File: config.mk
export PLATFORM = sky130hd
export DESIGN_NAME = estagio_operandos_ula_flat
export DESIGN_NICKNAME = d
export VERILOG_FILES = /design/src/rtl/estagio_operandos_ula_pkg.sv /design/src/rtl/estagio_operandos_ula_if.sv /design/src/rtl/estagio_operandos_ula_banco.sv /design/src/rtl/estagio_operandos_ula.sv /design/src/flat_wrapper.sv
export SDC_FILE = /design/constraint.sdc
export NUM_CORES = 1
export LEC_CHECK = 0
export CAP_MARGIN = 15
export CORE_MARGIN = 5
export CORE_UTILIZATION = 40
export DETAILED_ROUTE_END_ITERATION = 12
export PLACE_DENSITY = 0.72
export SLEW_MARGIN = 0
export SYNTH_ARGS = -nofsm -noshare
export SYNTH_HDL_FRONTEND = slang
export SYNTH_SLANG_ARGS = --single-unit
File: constraint.sdc
create_clock -name clock -period 3.3 [get_ports clock]
set_input_delay 0.66 -clock clock [delete_from_list [all_inputs] [get_ports clock]]
set_output_delay 0.66 -clock clock [all_outputs]
set_load 0.01 [all_outputs]
File: src/rtl/estagio_operandos_ula_pkg.sv
// ---------------------------------------------------------------------------
// pacote_processador
// Shared constants and ALU operation codes for the processor datapath.
//   LARGURA_DADO : data width of registers, operands and immediates
//   NUM_REG      : number of architectural registers
//   LARGURA_END  : register address width
//   op_ula_t     : ALU operation codes. Codes 101..111 are unused; the
//                  operand stage forwards them untouched and the ALU
//                  resolves them to 0.
// ---------------------------------------------------------------------------
package pacote_processador;

    localparam int LARGURA_DADO = 8;
    localparam int NUM_REG      = 8;
    localparam int LARGURA_END  = 3;

    typedef enum logic [2:0] {
        ULA_AND = 3'b000,
        ULA_OR  = 3'b001,
        ULA_ADD = 3'b010,
        ULA_SUB = 3'b011,
        ULA_SLT = 3'b100
    } op_ula_t;

endpackage

File: src/rtl/estagio_operandos_ula_if.sv
// ---------------------------------------------------------------------------
// estagio_operandos_ula_if
// Bus between the instruction issuer / write-back path (master) and the
// operand-fetch stage (slave).
//   issue      : emite, pronto, end_leitura1, end_leitura2, usa_imediato,
//                imediato, sinal_ula_in
//   write-back : escreve, end_escrita, dado_escrita
//   ALU side   : parada, entrada1, entrada2, sinal_ula, valido
// ---------------------------------------------------------------------------
interface estagio_operandos_ula_if #(
    parameter int LARGURA_DADO = pacote_processador::LARGURA_DADO,
    parameter int NUM_REG      = pacote_processador::NUM_REG
);

    localparam int LARGURA_END = $clog2(NUM_REG);

    logic                    emite;
    logic                    pronto;
    logic [LARGURA_END-1:0]  end_leitura1;
    logic [LARGURA_END-1:0]  end_leitura2;
    logic                    usa_imediato;
    logic [LARGURA_DADO-1:0] imediato;
    logic [2:0]              sinal_ula_in;
    logic                    escreve;
    logic [LARGURA_END-1:0]  end_escrita;
    logic [LARGURA_DADO-1:0] dado_escrita;
    logic                    parada;
    logic [LARGURA_DADO-1:0] entrada1;
    logic [LARGURA_DADO-1:0] entrada2;
    logic [2:0]              sinal_ula;
    logic                    valido;

    modport master (
        output emite, end_leitura1, end_leitura2, usa_imediato, imediato,
               sinal_ula_in, escreve, end_escrita, dado_escrita, parada,
        input  pronto, entrada1, entrada2, sinal_ula, valido
    );

    modport slave (
        input  emite, end_leitura1, end_leitura2, usa_imediato, imediato,
               sinal_ula_in, escreve, end_escrita, dado_escrita, parada,
        output pronto, entrada1, entrada2, sinal_ula, valido
    );

endinterface

File: src/rtl/estagio_operandos_ula_banco.sv
// ---------------------------------------------------------------------------
// banco_registradores
// Register bank: NUM_REG x LARGURA_DADO, register 0 hardwired to zero,
// two combinational read ports, one synchronous write port.
//   clock, reset_n         : clock, asynchronous active-low clear
//   escreve/end_escrita/
//   dado_escrita           : write port (writes to address 0 are dropped)
//   end_leitura1/2         : read addresses
//   dado_leitura1/2        : read data
// Optional: BYPASS_ESCRITA_EN forwards same-cycle write data to a read
// port addressing the register being written; otherwise a same-cycle read
// returns the old contents.
// ---------------------------------------------------------------------------
module banco_registradores #(
    parameter int LARGURA_DADO = pacote_processador::LARGURA_DADO,
    parameter int NUM_REG      = pacote_processador::NUM_REG,
    localparam int LARGURA_END = $clog2(NUM_REG)
) (
    input  logic                    clock,
    input  logic                    reset_n,
    input  logic                    escreve,
    input  logic [LARGURA_END-1:0]  end_escrita,
    input  logic [LARGURA_DADO-1:0] dado_escrita,
    input  logic [LARGURA_END-1:0]  end_leitura1,
    input  logic [LARGURA_END-1:0]  end_leitura2,
    output logic [LARGURA_DADO-1:0] dado_leitura1,
    output logic [LARGURA_DADO-1:0] dado_leitura2
);

    import pacote_processador::*;

    logic [LARGURA_DADO-1:0] regs [NUM_REG];
    logic                    escrita_valida;

    assign escrita_valida = escreve && (end_escrita != '0);

    always_ff @(posedge clock or negedge reset_n) begin
        if (!reset_n) begin
            for (int unsigned i = 0; i < NUM_REG; i++) begin
                regs[i] <= '0;
            end
        end else if (escrita_valida) begin
            regs[end_escrita] <= dado_escrita;
        end
    end

    // Address 0 is forced to zero on read, so regs[0] never matters.
    always_comb begin
        dado_leitura1 = (end_leitura1 == '0) ? '0 : regs[end_leitura1];
        dado_leitura2 = (end_leitura2 == '0) ? '0 : regs[end_leitura2];
`ifdef BYPASS_ESCRITA_EN
        if (escrita_valida && (end_escrita == end_leitura1)) begin
            dado_leitura1 = dado_escrita;
        end
        if (escrita_valida && (end_escrita == end_leitura2)) begin
            dado_leitura2 = dado_escrita;
        end
`endif
    end

endmodule

File: src/rtl/estagio_operandos_ula.sv
// ---------------------------------------------------------------------------
// estagio_operandos_ula
// Operand-fetch stage in front of the 8-bit ALU. Reads two registers (or a
// register and an immediate) and registers them with the ALU opcode into
// entrada1/entrada2/sinal_ula, flagged by valido. Downstream may freeze the
// stage with parada; write-back is never blocked by a stall.
//   clock, reset_n : clock, asynchronous active-low clear
//   bus (slave)    : issue, write-back and ALU-side signals
// Optional: BYPASS_ESCRITA_EN (see banco_registradores).
// ---------------------------------------------------------------------------
module estagio_operandos_ula #(
    parameter int LARGURA_DADO = pacote_processador::LARGURA_DADO,
    parameter int NUM_REG      = pacote_processador::NUM_REG
) (
    input  logic                   clock,
    input  logic                   reset_n,
    estagio_operandos_ula_if.slave bus
);

    import pacote_processador::*;

    logic [LARGURA_DADO-1:0] leitura_a;
    logic [LARGURA_DADO-1:0] leitura_b;
    logic [LARGURA_DADO-1:0] operando_b;
    logic                    pronto;

    logic [LARGURA_DADO-1:0] entrada1_q;
    logic [LARGURA_DADO-1:0] entrada2_q;
    logic [2:0]              sinal_ula_q;
    logic                    valido_q;

    banco_registradores #(
        .LARGURA_DADO (LARGURA_DADO),
        .NUM_REG      (NUM_REG)
    ) u_banco (
        .clock         (clock),
        .reset_n       (reset_n),
        .escreve       (bus.escreve),
        .end_escrita   (bus.end_escrita),
        .dado_escrita  (bus.dado_escrita),
        .end_leitura1  (bus.end_leitura1),
        .end_leitura2  (bus.end_leitura2),
        .dado_leitura1 (leitura_a),
        .dado_leitura2 (leitura_b)
    );

    always_comb begin
        operando_b = bus.usa_imediato ? bus.imediato : leitura_b;
        // The held instruction can only be replaced once it is consumed or
        // when the register is empty.
        pronto     = !bus.parada || !valido_q;
    end

    always_ff @(posedge clock or negedge reset_n) begin
        if (!reset_n) begin
            entrada1_q  <= '0;
            entrada2_q  <= '0;
            sinal_ula_q <= '0;
            valido_q    <= 1'b0;
        end else if (pronto) begin
            valido_q <= bus.emite;
            if (bus.emite) begin
                entrada1_q  <= leitura_a;
                entrada2_q  <= operando_b;
                sinal_ula_q <= bus.sinal_ula_in;
            end
        end
    end

    assign bus.pronto    = pronto;
    assign bus.entrada1  = entrada1_q;
    assign bus.entrada2  = entrada2_q;
    assign bus.sinal_ula = sinal_ula_q;
    assign bus.valido    = valido_q;

endmodule
File: src/flat_wrapper.sv
// flat-port wrapper written by rule: the top's interface ports become plain ports
module estagio_operandos_ula_flat import pacote_processador::*;
#(
    parameter int LARGURA_DADO = pacote_processador::LARGURA_DADO,
    parameter int NUM_REG      = pacote_processador::NUM_REG
)
  (clock, reset_n, bus_emite, bus_end_leitura1, bus_end_leitura2, bus_usa_imediato, bus_imediato, bus_sinal_ula_in, bus_escreve, bus_end_escrita, bus_dado_escrita, bus_parada, bus_pronto, bus_entrada1, bus_entrada2, bus_sinal_ula, bus_valido);
  estagio_operandos_ula_if #(.LARGURA_DADO(LARGURA_DADO), .NUM_REG(NUM_REG)) bus_i ();
  input  logic clock;
  input  logic reset_n;
  input wire logic [$bits(bus_i.emite)-1:0] bus_emite;
  input wire logic [$bits(bus_i.end_leitura1)-1:0] bus_end_leitura1;
  input wire logic [$bits(bus_i.end_leitura2)-1:0] bus_end_leitura2;
  input wire logic [$bits(bus_i.usa_imediato)-1:0] bus_usa_imediato;
  input wire logic [$bits(bus_i.imediato)-1:0] bus_imediato;
  input wire logic [$bits(bus_i.sinal_ula_in)-1:0] bus_sinal_ula_in;
  input wire logic [$bits(bus_i.escreve)-1:0] bus_escreve;
  input wire logic [$bits(bus_i.end_escrita)-1:0] bus_end_escrita;
  input wire logic [$bits(bus_i.dado_escrita)-1:0] bus_dado_escrita;
  input wire logic [$bits(bus_i.parada)-1:0] bus_parada;
  output wire logic [$bits(bus_i.pronto)-1:0] bus_pronto;
  output wire logic [$bits(bus_i.entrada1)-1:0] bus_entrada1;
  output wire logic [$bits(bus_i.entrada2)-1:0] bus_entrada2;
  output wire logic [$bits(bus_i.sinal_ula)-1:0] bus_sinal_ula;
  output wire logic [$bits(bus_i.valido)-1:0] bus_valido;
  assign bus_i.emite = bus_emite;
  assign bus_i.end_leitura1 = bus_end_leitura1;
  assign bus_i.end_leitura2 = bus_end_leitura2;
  assign bus_i.usa_imediato = bus_usa_imediato;
  assign bus_i.imediato = bus_imediato;
  assign bus_i.sinal_ula_in = bus_sinal_ula_in;
  assign bus_i.escreve = bus_escreve;
  assign bus_i.end_escrita = bus_end_escrita;
  assign bus_i.dado_escrita = bus_dado_escrita;
  assign bus_i.parada = bus_parada;
  assign bus_pronto = bus_i.pronto;
  assign bus_entrada1 = bus_i.entrada1;
  assign bus_entrada2 = bus_i.entrada2;
  assign bus_sinal_ula = bus_i.sinal_ula;
  assign bus_valido = bus_i.valido;
  estagio_operandos_ula #(.LARGURA_DADO(LARGURA_DADO), .NUM_REG(NUM_REG)) u_core (.clock(clock), .reset_n(reset_n), .bus(bus_i));
endmodule
; ---- Yosys cells after proc, flatten, opt, wreduce, memory -nomap -nowiden
; Index checks and enable logic that the tools add are counted.
[word_totals]
regBits = 84
input_bits = 34
out_inout_bits = 21
word_cells = 40
[classes]
order_cmp = 4
n_mux = 12
n_bitwise = 3
reduce_logical = 9
[ops]
columns = operator, count
row1 = $bwmux W64, 1
row2 = $mux W8, 8
row3 = $bmux W8 S3, 2
row4 = $demux W8 S3, 1
row5 = $ge A4 B4 Y1 const B, 3
row6 = $not A3 Y4, 3
row7 = $logic_not A3 Y1, 2
row8 = $lt A4 B1 Y1 const B, 1
row9 = $reduce_bool A3 Y1, 1
row10 = $logic_and A1 B1 Y1, 2
row11 = $logic_not A1 Y1, 2
row12 = $reduce_and A2 Y1, 1
row13 = $logic_or A1 B1 Y1, 1

; ---- Depth between registers and ports, before layout
[logic_depth]
depth_word = 6
depth_mapped = 6
ltp_nobuf = 4

; ---- Cells and area by module
; A second synthesis with hierarchy kept.
[hier_totals]
hier_cells = 291
hier_area_um2 = 4096.4
[modules_own_cells]
columns = mod, instances, cells_each, area_each_um2, seq_area_each_um2
row1 = banco_registradores, 1, 238, 3190.6, 1401.3
row2 = estagio_operandos_ula, 1, 53, 905.9, 500.5

; ---- Worst setup path before layout
; No wires, ideal clock.
[synth_path]
path_kind = input port to flip-flop
startpoint = input port bus_end_escrita[2]
endpoint = register u_core.u_banco.regs[48] in the netlist's numbering
setup_ns = 0.125
arrival_time_ns = 1.590
path_slack_ns = 1.585
stages = 4
n_path_buf = 2
path_cell_list = buf_2 -> nor4bb_1 -> buf_2 -> mux2_2
[synth_via]
elab_chain_len = 6
[synth_rtl]
columns = element, line
row1 = start: declaration, flat_wrapper.sv:18  ; input wire logic [$bits(bus_i.end_escrita)-1:0] bus_end_escrita;
row2 = $not A3 Y4 (implied by the code), estagio_operandos_ula_banco.sv:43  ; regs[end_escrita] <= dado_escrita;
row3 = $ge A4 B4 Y1 (implied by the code) / $lt A4 B1 Y1 (equally long branches), estagio_operandos_ula_banco.sv:43
row4 = $logic_and A1 B1 Y1 (implied by the code), estagio_operandos_ula_banco.sv:43
row5 = $mux W8 (implied by the code), estagio_operandos_ula_banco.sv:43
row6 = $demux W8 S3, estagio_operandos_ula_banco.sv:43
row7 = $bwmux W64, estagio_operandos_ula_banco.sv:43
row8 = end signal: indexed assignment, estagio_operandos_ula_banco.sv:43
row9 = end: declaration, estagio_operandos_ula_banco.sv:32  ; logic [LARGURA_DADO-1:0] regs [NUM_REG];
; Parallel ways exist; a longest one is shown, timed or not.
; A chain may end at the register's enable or synchronous reset.

; ---- Final worst setup path
[layout_path]
startpoint = input port bus_parada
endpoint = output port bus_pronto
[layout_via]
elab_chain_len = 2
[layout_rtl]
columns = element, line
row1 = start: declaration, flat_wrapper.sv:20  ; input wire logic [$bits(bus_i.parada)-1:0] bus_parada;
row2 = $logic_not A1 Y1, estagio_operandos_ula.sv:51  ; pronto = !bus.parada || !valido_q;
row3 = $logic_or A1 B1 Y1, estagio_operandos_ula.sv:51
row4 = end: declaration, flat_wrapper.sv:21  ; output wire logic [$bits(bus_i.pronto)-1:0] bus_pronto;
; No other way between the ends.

==> results.yml <==
floorplan:
  row_count: 36
  dieWidth_um: 109
  io-pin-count: 55
  start_util: 0.404
  die_area_sq_um: 11800
  core-area_sq_um: 9640
  die_h_um: 109
clock_tree:
  clockBufferDepth: 2
  cts_tree: "done"
  cts_resized: 0
  clkSinkCount: 76
  numCtsBuffers: 9
  hold_buffers: 0
  post_cts_buffers: 0
  htreeDepth: 3
  insertion_delay_ns: 0.35
  clk_pin_slew_ns: 0.08
  clockRootBuffer: "clkbuf_8"
synthesis:
  synth_flop_cell: "dfrtp_1"
  synth.net_count: 362
  synth-edff-count: 0
  synth_seq_cells: 76
  yosys.area.top_type: "dfrtp_1"
  syn-instance-count: 328
  syn_avg_cell_area_sq_um: 11.9
  synth.area.top_cells: "dfrtp_1 (49%), mux2_2 (19%), mux2i_1 (9.0%), nand2_1 (2.4%), o22ai_1 (2.3%)"
  yosysWarnings: 0
  synth_commonest_cells: "dfrtp_1 (76), mux2_2 (64), mux2i_1 (35), nand2_1 (25), a21oi_1 (16)"
  netlist-cell-type-count: 38
  netlist.area_leader.share: 0.489
  yosysMostFrequentCell: "dfrtp_1"
  seq_area_frac_synth: 0.489
  synthesis.area_sq_um: 3890
  synthArstFlopShare: 1.00
timing:
  final-hold-violation-count: 0
  rsz0062_at_grt: "false"
  min_period_ns: 2.44
  relSlewSlack: 0.535
  setup_viol: 0
  finalCritPeriodShare: 0.738
  final.setup.tns_ns: 0
  slew_viol_final: 0
  skew_ns: 0.00827
  fmax_mhz: 410
  worstMarginPinSlew_ns: 0.697
drt:
  vias_per_cell: 5.50
  drc_errors: 0
  ant_nets: 0
  drtIter0Drc: 120
  wl_met1_um: 4500
  drt_wl_total_um: 9660
  top_layer_used: "met4"
  wire_per_inst_um: 18.7
  vias: 2842
  first_pass_iters: 4
  met3_length_um: 645
  met2WireLength_um: 4360
worst_setup_path:
  rrSetupSlack_ns: 1.60
  cp_top_family: "buffers and inverters"
  path_max_fanout: 3
  crit_required_ns: 2.64
  crit_chain: "clkdlybuf4s50_1, nand2_1, clkdlybuf4s50_1"
  max_stage_delay_ns: 0.55
  reg2reg_depth: 5
  cp-end-kind: "primary output"
  worstSetupPathType: "input pin to primary output"
  r2r_start: "u_core.bus.valido"
  timing.critical_path.buf_inv: 2
  cp.arrival_ns: 1.78
  reg2reg_to: "u_core.bus.entrada2[5]"
  cpMostUsedCell: "clkdlybuf4s50_1"
  crit_slowest_cell: "clkdlybuf4s50_1"
  start_kind: "input pin"
run_status:
  run_status: "completed"
layout:
  n_antenna_cell: 0
  syn_to_final_growth_pct: 21.9
  drive_gt1_frac: 0.242
  finalInstanceArea_sq_um: 4740
  fin_cells: 517
  fin_util: 0.492
  final_nets: 414
placement:
  hpwl_um: 6780
  placed_cell_area_sq_um: 4540
  dp_cells: 502
  gp_congestion: 0.814
  io_buffer_count: 54
global_routing:
  grt_pass1_vias: 2861
  antenna_found_initial: 0
  globalRoute.totalOverflow: 0
  grtUsageTotal: 0.173
  grt_start_max_net_pins: 77
  grt_pass1_wl_um: 15600
power:
  power.leakage_nw: 2.02
  irDropWorstVdd_uv: 172
  power_density_nw_per_um2: 552
  finalPower_mw: 2.62
hold_path:
  min_path_type: "input pin to async pin"
job:
  max_cap_viol_count: 0
## cells in the final DEF, fill, tap and decap left out, types with 5 or more instances in the layout
master	instances
nand2_1	25
nor2_1	14
mux2_2	64
dfrtp_1	76
clkdlybuf4s50_1	53
clkbuf_8	11
mux2i_1	35
buf_4	8
a21oi_1	16
nand2b_1	5
o22ai_1	14
o21ai_0	8
## metal layers
layer / GRT usage / up-vias
met3: 0.0409 / 17
li1: - / 1315
met5: 0 / -
met4: 0.0568 / 0
met1: 0.249 / 1411
met2: 0.259 / 99
## cells by family after synthesis
logic type / after synthesis / share of synthesized area
buf+inv: 26 / 0.0370
flops: 76 / 0.489
simple gates: 67 / 0.0888
mux: 101 / 0.287
compound gates: 58 / 0.0984
## worst register-to-register path, delay by kind of cell, from the launching register on
kind	cells	cell delay (ns)
simple gates	3	0.79
compound gates	1	0.13
flops	1	0.42
buf+inv	1	0.23
## layout make-up
class                      count  area (sq um)
multi-input combinational    226          1840
clock inverter                 4          48.8
fill                         918          4900
sequential                    76          1900
clock buffer                  11           151
inverter                       4          15.0
timing repair buffer          63           616
tap                          133           166
## worst max-delay path by stage
stage	start	cells past startpoint	to
finish	bus_parada	3	bus_pronto
global route	bus_parada	3	bus_pronto
CTS	bus_parada	3	bus_pronto
detailed placement	bus_end_escrita[2]	3	u_core.u_banco.regs[35]
global placement	bus_end_leitura2[0]	6	u_core.bus.entrada2[2]
floorplan	bus_end_escrita[2]	4	u_core.u_banco.regs[48]
## state kept, by name, indices dropped and copies added (netlist names)
register              cells
u_core.bus.valido         1
u_core.bus.entrada2       8
u_core.u_banco.regs      56
u_core.bus.entrada1       8
u_core.bus.sinal_ula      3
## report_power, final
part | internal [mW] | total, mW | leakage (nW) | switching (mW)
logic | 0.360 | 0.631 | 1.00 | 0.271
registers | 1.12 | 1.27 | 0.912 | 0.144
clock network | 0.385 | 0.720 | 0.105 | 0.335
total | 1.87 | 2.62 | 2.02 | 0.750
## per-stage QoR
step / hold slack (ns) / setup slack, ns
6_report: 0.328 / 0.863
4_1_cts: 0.353 / 0.859
3_5_place_dp: 0.465 / 0.804
5_1_grt: 0.364 / 0.833
2_1_floorplan: 0.364 / 1.58
3_3_place_gp: 0.460 / 0.806
No activity file was read; power rests on OpenSTA's default activity.
